### src/rtl/enable_sched_pkg.sv
// rtl/enable_sched_pkg.sv - shared types and constants for the enable scheduler
package enable_sched_pkg;

    typedef enum logic [1:0] {
        DEST_NONE = 2'b00,
        DEST_B1   = 2'b01,
        DEST_B2   = 2'b10,
        DEST_BOTH = 2'b11
    } dest_e;

    typedef enum logic [1:0] {
        IDLE,
        ISSUE,
        HOLD
    } state_e;

    localparam int DROP_MAX = 255;

endpackage

### src/rtl/enable_scheduler_if.sv
// rtl/enable_scheduler_if.sv - upstream handshake and downstream strobe bus
interface enable_scheduler_if #(
    parameter int WIDTH = 5
);
    logic             IN_VALID;
    logic             IN_READY;
    logic [WIDTH-1:0] IN_DATA;
    logic [1:0]       IN_DEST;
    logic [WIDTH-1:0] D_OUT;
    logic             EN1;
    logic             EN2;
    logic             BUSY;
    logic [7:0]       DROP_CNT;

    modport master (
        output IN_VALID, IN_DATA, IN_DEST,
        input  IN_READY, D_OUT, EN1, EN2, BUSY, DROP_CNT
    );

    modport slave (
        input  IN_VALID, IN_DATA, IN_DEST,
        output IN_READY, D_OUT, EN1, EN2, BUSY, DROP_CNT
    );
endinterface

### src/rtl/sync_fifo.sv
// rtl/sync_fifo.sv - single-clock FIFO, extra pointer bit separates full from empty
module sync_fifo #(
    parameter int WIDTH = 7,
    parameter int DEPTH = 4
) (
    input  logic             CLK,
    input  logic             RST,
    input  logic             push,
    input  logic             pop,
    input  logic [WIDTH-1:0] wdata,
    output logic [WIDTH-1:0] rdata,
    output logic             full,
    output logic             empty
);
    localparam int AW = $clog2(DEPTH);

    logic [WIDTH-1:0] r_mem [DEPTH];
    logic [AW:0]      r_wptr;
    logic [AW:0]      r_rptr;

    always_ff @(posedge CLK or posedge RST) begin
        if (RST) begin
            r_wptr <= '0;
            r_rptr <= '0;
        end else begin
            if (push && !full) r_wptr <= r_wptr + (AW+1)'(1);
            if (pop && !empty) r_rptr <= r_rptr + (AW+1)'(1);
        end
    end

    always_ff @(posedge CLK) begin
        if (push && !full) r_mem[r_wptr[AW-1:0]] <= wdata;
    end

    assign rdata = r_mem[r_rptr[AW-1:0]];
    assign empty = (r_wptr == r_rptr);
    assign full  = (r_wptr[AW] != r_rptr[AW]) && (r_wptr[AW-1:0] == r_rptr[AW-1:0]);
endmodule

### src/rtl/enable_scheduler.sv
// rtl/enable_scheduler.sv - buffers tagged words and issues them as gapped EN1/EN2 strobes
module enable_scheduler
    import enable_sched_pkg::*;
#(
    parameter int WIDTH = 5,
    parameter int DEPTH = 4,
    parameter int GAP   = 1
) (
    input  logic               CLK,
    input  logic               RST,
    enable_scheduler_if.slave  bus
);
    localparam int FW = WIDTH + 2;

    logic          w_full;
    logic          w_empty;
    logic          w_accept;
    logic          w_push;
    logic          w_drop;
    logic          w_pop;
    logic [FW-1:0] w_head;

    state_e           r_state;
    logic [3:0]       r_gap_cnt;
    logic [WIDTH-1:0] r_dout;
    logic             r_en1;
    logic             r_en2;
    logic [7:0]       r_drop_cnt;

    assign bus.IN_READY = !w_full && !RST;
    assign w_accept     = bus.IN_VALID && bus.IN_READY;
    assign w_drop       = w_accept && (bus.IN_DEST == DEST_NONE);
    assign w_push       = w_accept && (bus.IN_DEST != DEST_NONE);
    // With no gap the strobe cycle doubles as an idle cycle, so back-to-back pops are legal.
    assign w_pop        = !w_empty && ((r_state == IDLE) || ((r_state == ISSUE) && (GAP == 0)));

    sync_fifo #(
        .WIDTH (FW),
        .DEPTH (DEPTH)
    ) u_fifo (
        .CLK   (CLK),
        .RST   (RST),
        .push  (w_push),
        .pop   (w_pop),
        .wdata ({bus.IN_DEST, bus.IN_DATA}),
        .rdata (w_head),
        .full  (w_full),
        .empty (w_empty)
    );

    // The strobe cycle plus GAP low cycles spans GAP+1 edges; the last low cycle is IDLE so it can pop.
    always_ff @(posedge CLK or posedge RST) begin
        if (RST) begin
            r_state   <= IDLE;
            r_gap_cnt <= '0;
            r_dout    <= '0;
            r_en1     <= 1'b0;
            r_en2     <= 1'b0;
        end else begin
            r_en1 <= 1'b0;
            r_en2 <= 1'b0;
            if (w_pop) begin
                r_dout <= w_head[WIDTH-1:0];
                r_en1  <= w_head[WIDTH];
                r_en2  <= w_head[WIDTH+1];
            end
            case (r_state)
                IDLE: begin
                    if (w_pop) r_state <= ISSUE;
                end
                ISSUE: begin
                    if (GAP == 0) begin
                        r_state <= w_pop ? ISSUE : IDLE;
                    end else if (GAP == 1) begin
                        r_state <= IDLE;
                    end else begin
                        r_gap_cnt <= 4'(GAP - 1);
                        r_state   <= HOLD;
                    end
                end
                HOLD: begin
                    r_gap_cnt <= r_gap_cnt - 4'd1;
                    if (r_gap_cnt <= 4'd1) r_state <= IDLE;
                end
                default: r_state <= IDLE;
            endcase
        end
    end

    always_ff @(posedge CLK or posedge RST) begin
        if (RST) begin
            r_drop_cnt <= '0;
        end else if (w_drop && (r_drop_cnt != 8'(DROP_MAX))) begin
            r_drop_cnt <= r_drop_cnt + 8'd1;
        end
    end

    assign bus.D_OUT    = r_dout;
    assign bus.EN1      = r_en1;
    assign bus.EN2      = r_en2;
    assign bus.DROP_CNT = r_drop_cnt;
    assign bus.BUSY     = !w_empty || (r_state != IDLE) || r_en1 || r_en2;
endmodule

### src/flat_wrapper.sv
// flat-port wrapper written by rule: the top's interface ports become plain ports
module enable_scheduler_flat import enable_sched_pkg::*;
#(
    parameter int WIDTH = 5,
    parameter int DEPTH = 4,
    parameter int GAP   = 1
)
  (CLK, RST, bus_IN_VALID, bus_IN_DATA, bus_IN_DEST, bus_IN_READY, bus_D_OUT, bus_EN1, bus_EN2, bus_BUSY, bus_DROP_CNT);
  enable_scheduler_if #(.WIDTH(WIDTH)) bus_i ();
  input  logic CLK;
  input  logic RST;
  input wire logic [$bits(bus_i.IN_VALID)-1:0] bus_IN_VALID;
  input wire logic [$bits(bus_i.IN_DATA)-1:0] bus_IN_DATA;
  input wire logic [$bits(bus_i.IN_DEST)-1:0] bus_IN_DEST;
  output wire logic [$bits(bus_i.IN_READY)-1:0] bus_IN_READY;
  output wire logic [$bits(bus_i.D_OUT)-1:0] bus_D_OUT;
  output wire logic [$bits(bus_i.EN1)-1:0] bus_EN1;
  output wire logic [$bits(bus_i.EN2)-1:0] bus_EN2;
  output wire logic [$bits(bus_i.BUSY)-1:0] bus_BUSY;
  output wire logic [$bits(bus_i.DROP_CNT)-1:0] bus_DROP_CNT;
  assign bus_i.IN_VALID = bus_IN_VALID;
  assign bus_i.IN_DATA = bus_IN_DATA;
  assign bus_i.IN_DEST = bus_IN_DEST;
  assign bus_IN_READY = bus_i.IN_READY;
  assign bus_D_OUT = bus_i.D_OUT;
  assign bus_EN1 = bus_i.EN1;
  assign bus_EN2 = bus_i.EN2;
  assign bus_BUSY = bus_i.BUSY;
  assign bus_DROP_CNT = bus_i.DROP_CNT;
  enable_scheduler #(.WIDTH(WIDTH), .DEPTH(DEPTH), .GAP(GAP)) u_core (.CLK(CLK), .RST(RST), .bus(bus_i));
endmodule
### config.mk
export PLATFORM = sky130hd
export DESIGN_NAME = enable_scheduler_flat
export DESIGN_NICKNAME = d
export VERILOG_FILES = /design/src/rtl/enable_sched_pkg.sv /design/src/rtl/enable_scheduler_if.sv /design/src/rtl/sync_fifo.sv /design/src/rtl/enable_scheduler.sv /design/src/flat_wrapper.sv
export SDC_FILE = /design/constraint.sdc
export NUM_CORES = 1
export LEC_CHECK = 0
export BUFFER_PORTS_ARGS = -buffer_cell sky130_fd_sc_hd__buf_2
export CAP_MARGIN = 10
export CORE_UTILIZATION = 56
export DETAILED_ROUTE_END_ITERATION = 10
export PLACE_DENSITY = 0.86
export SLEW_MARGIN = 20
export SYNTH_ARGS = -nofsm -noshare
export SYNTH_HDL_FRONTEND = slang
export SYNTH_SLANG_ARGS = --single-unit
### constraint.sdc
create_clock -name CLK -period 2.2 [get_ports CLK]
set_clock_uncertainty 0.2 [all_clocks]
set_input_delay 0 -clock CLK [delete_from_list [all_inputs] [get_ports CLK]]
set_output_delay 0 -clock CLK [all_outputs]
set_load 0.02 [all_outputs]
==> reports/results.txt <==
Flop-to-flop setup slack: 0.17 ns
Rows: 22
Total wire length: 3.84 mm
CTS H-Tree Depth: 2
P_leak: 1.03 nW
Critical R2R Launch: u_core.bus.DROP_CNT[0]
Hold Path End: u_core.bus.DROP_CNT[4]
Port bufs: 26
Yosys cell types: 29
Xor and xnor area share after synthesis: 0.0590
Setup slack after layout: 0.173 ns
CP endpoint kind: register
DRT iter0 DRCs: 77
Initial core utilization: 0.587
Pre-antenna DRT Iters: 4
Pwr Density: 1220 mW/mm^2
Vias in the first global route: 1253
VDD IR max: 0.000660 V
N_diodes: 0
Fin nets: 186
Initial antenna violation count: 0
Per-cell routed wire length: 17.5 um
Fmax: 493 MHz
Post-Syn Area: 0.00216 mm^2
Post-synthesis compound-gate area fraction: 0.0335
TritonCTS clock tree: done
Final setup violation count: 0
Ys Warns: 0
Synth Net Count: 144
Hold path depth: 4
Share of layout cells above drive strength 1: 0.316
Crit path DAT: 2.02 ns
CTS Buf Count: 5
Sink Count: 50
CTS root buf: clkbuf_8
Area Overhead vs Synth: 16.8%
CTS clk-pin slew, worst paths: 0.09 ns
Max Root-Sink Buffers: 2
Max-slew violations: 0
Simple-gate share of the synthesized area: 0.0803
Clk Latency, worst-skew pair: 0.30 ns
Final hold violation count: 0
Yosys reg bits: 50
Rel. slew slack: 0.413
Vias/cell: 5.78
Minimum clock period: 2.03 ns
Post-Synth Adder-Cell Area: 0.0347
Slew @ Worst Pin: 0.879 ns
Max-cap check violation count: 0
IO Pins: 27
Unrepaired setup endpoints after global routing: no
Crit Path Category: register to register
Global-route wire length before repair: 6.26 mm
Multiplexer area fraction after synthesis: 0.132
Drc violations: 0
RR Endpoint: u_core.bus.DROP_CNT[1]
Final Cycle Share: 0.921
Critical Path Source Type: register
Overall power: 0.00309 W
Largest family of logic cells by synthesized area: multiplexers
Post-CTS Setup Bufs: 0
Reg2reg path depth: 5
Placer Congestion: 0.914
Status: completed
Die width: 64.2 um
Die footprint: 0.00412 mm^2
Seq/Total Area, Yosys: 0.643
Cells after Synth: 128
Total gr overflow: 0
Dpl hpwl: 2.67 mm
TNS Setup: 0 ns
Startpoint of the worst hold path: bus_IN_VALID
Vert. Die Dim: 64.2 um
Vias: 1266
Maximum fanout along the worst path: 5
Core Region: 0.00369 mm^2
Hold WC Path Type: input pin to register
Syn avg cell area: 16.9 um^2
DP Worst Slack: 0.193 ns
Largest net degree at the start of global routing: 23
Worst Path Required: 2.19 ns
GRT Resource Usage Total: 0.214
Routed Antenna Nets: 0
[critical path: stages, from the launching register on]
cell	delay, ns
dfrtp_1	0.42
ha_1	0.27
nand3_1	0.13
o21ai_0	0.45
nor2_1	0.15
mux2_2	0.29
[worst max-delay path by stage]
stage / start / end / depth (start not counted)
2_1_floorplan: u_core.u_fifo.r_rptr[0] / u_core.u_fifo.r_mem[0][0] / 4
4_1_cts: u_core.u_fifo.r_wptr[0] / u_core.u_fifo.r_mem[2][1] / 3
3_3_place_gp: u_core.u_fifo.r_wptr[0] / u_core.u_fifo.r_mem[2][1] / 3
6_report: u_core.bus.DROP_CNT[0] / u_core.bus.DROP_CNT[1] / 5
3_5_place_dp: u_core.u_fifo.r_wptr[0] / u_core.u_fifo.r_mem[2][0] / 3
5_1_grt: u_core.bus.DROP_CNT[0] / u_core.bus.DROP_CNT[1] / 5
[area by class of cell]
class                           instances  area, um^2
Timing Repair Buffer                   38         240
Clock buffer                            6        72.6
Multi-Input combinational cell         71         734
Tap cell                               48        60.1
Sequential cell                        50        1390
Inverter                                4        15.0
Fill cell                             249        1160
Clock inverter                          2        13.8
[Yosys cell counts]
cell	instances	area share
inv_1	4	0.0069
nand2b_1	2	0.0058
mux4_1	7	0.085
o21ai_0	2	0.0046
edfxtp_1	28	0.39
xor2_1	6	0.024
o41ai_1	2	0.0081
nor2_1	3	0.0052
buf_6	1	0.0052
a311oi_2	1	0.0069
mux2_2	7	0.036
a31o_4	1	0.0081
dfrtp_1	22	0.25
or2_2	1	0.0029
xnor2_1	3	0.012
nor4_2	3	0.017
and2_1	5	0.014
and2_4	1	0.0040
nand2_1	5	0.0087
nand4_1	2	0.0058
xnor2_2	2	0.015
mux2_1	2	0.010
a31oi_1	2	0.0058
nor3_1	3	0.0069
xor2_2	1	0.0075
ha_1	6	0.035
buf_4	1	0.0035
nand3_1	4	0.0092
buf_2	1	0.0023
[stage by stage]
step | instance area (um^2) | hold WS [ns] | cells | utilization
3_5_place_dp | 2360 | 0.0181 | 203 | 0.640
6_report | 2530 | 0.0502 | 219 | 0.685
5_1_grt | 2530 | 0.0464 | 219 | 0.685
2_1_floorplan | 2160 | -0.211 | 128 | -
4_1_cts | 2530 | 0.0340 | 219 | 0.685
3_3_place_gp | 2360 | 0.0158 | 203 | 0.640
[state kept, by name (all words and copies together), names as in the netlist]
name and count:
u_core.u_fifo.r_mem 28, u_core.bus.DROP_CNT 8, u_core.bus.D_OUT 5, u_core.u_fifo.r_rptr 3, u_core.u_fifo.r_wptr 3, u_core.bus.EN1 1
u_core.bus.EN2 1, u_core.r_state 1
[cells by family (layout without fill, tap and decap cells)]
kind of cell,after synthesis,after routing
AOI/OAI and AO/OA,8,8
xor gates and xnor gates,12,12
DFF,50,50
buffers and inverters,7,50
adders and majority gates,6,6
and+or+nand+nor,29,29
muxes,16,16
[metal layers]
layer / track usage / share of wire
met3: 0.0554 / 0.057
met1: 0.297 / 0.43
met2: 0.332 / 0.50
met5: 0 / 0
met4: 0.0722 / 0.013
[layout by cell type (no fill, tap or decap), types with 3 or more instances in the layout]
| cell | instances |
|---|---|
| and2_1 | 5 |
| buf_2 | 26 |
| buf_4 | 4 |
| clkbuf_8 | 5 |
| dfrtp_1 | 22 |
| dlygate4sd3_1 | 8 |
| edfxtp_1 | 28 |
| ha_1 | 6 |
| inv_1 | 4 |
| mux2_2 | 7 |
| mux4_1 | 7 |
| nand2_1 | 5 |
| nand3_1 | 4 |
| nor2_1 | 3 |
| nor3_1 | 3 |
| nor4_2 | 3 |
| xnor2_1 | 3 |
| xor2_1 | 6 |
[repair_timing]
action	in CTS	in global routing
gates resized for setup	0	0
hold buffers	8	0
setup endpoints to repair	0	0
hold endpoints to repair	51	0
[report_power, final]
group	total, W	internal [W]	switching [W]	leakage [nW]
Combinational	0.00120	0.000551	0.000646	0.461
Clock	0.000508	0.000224	0.000284	0.0452
Sequential	0.00139	0.00121	0.000178	0.527
Note: power is estimated with default switching activity, not from simulation.
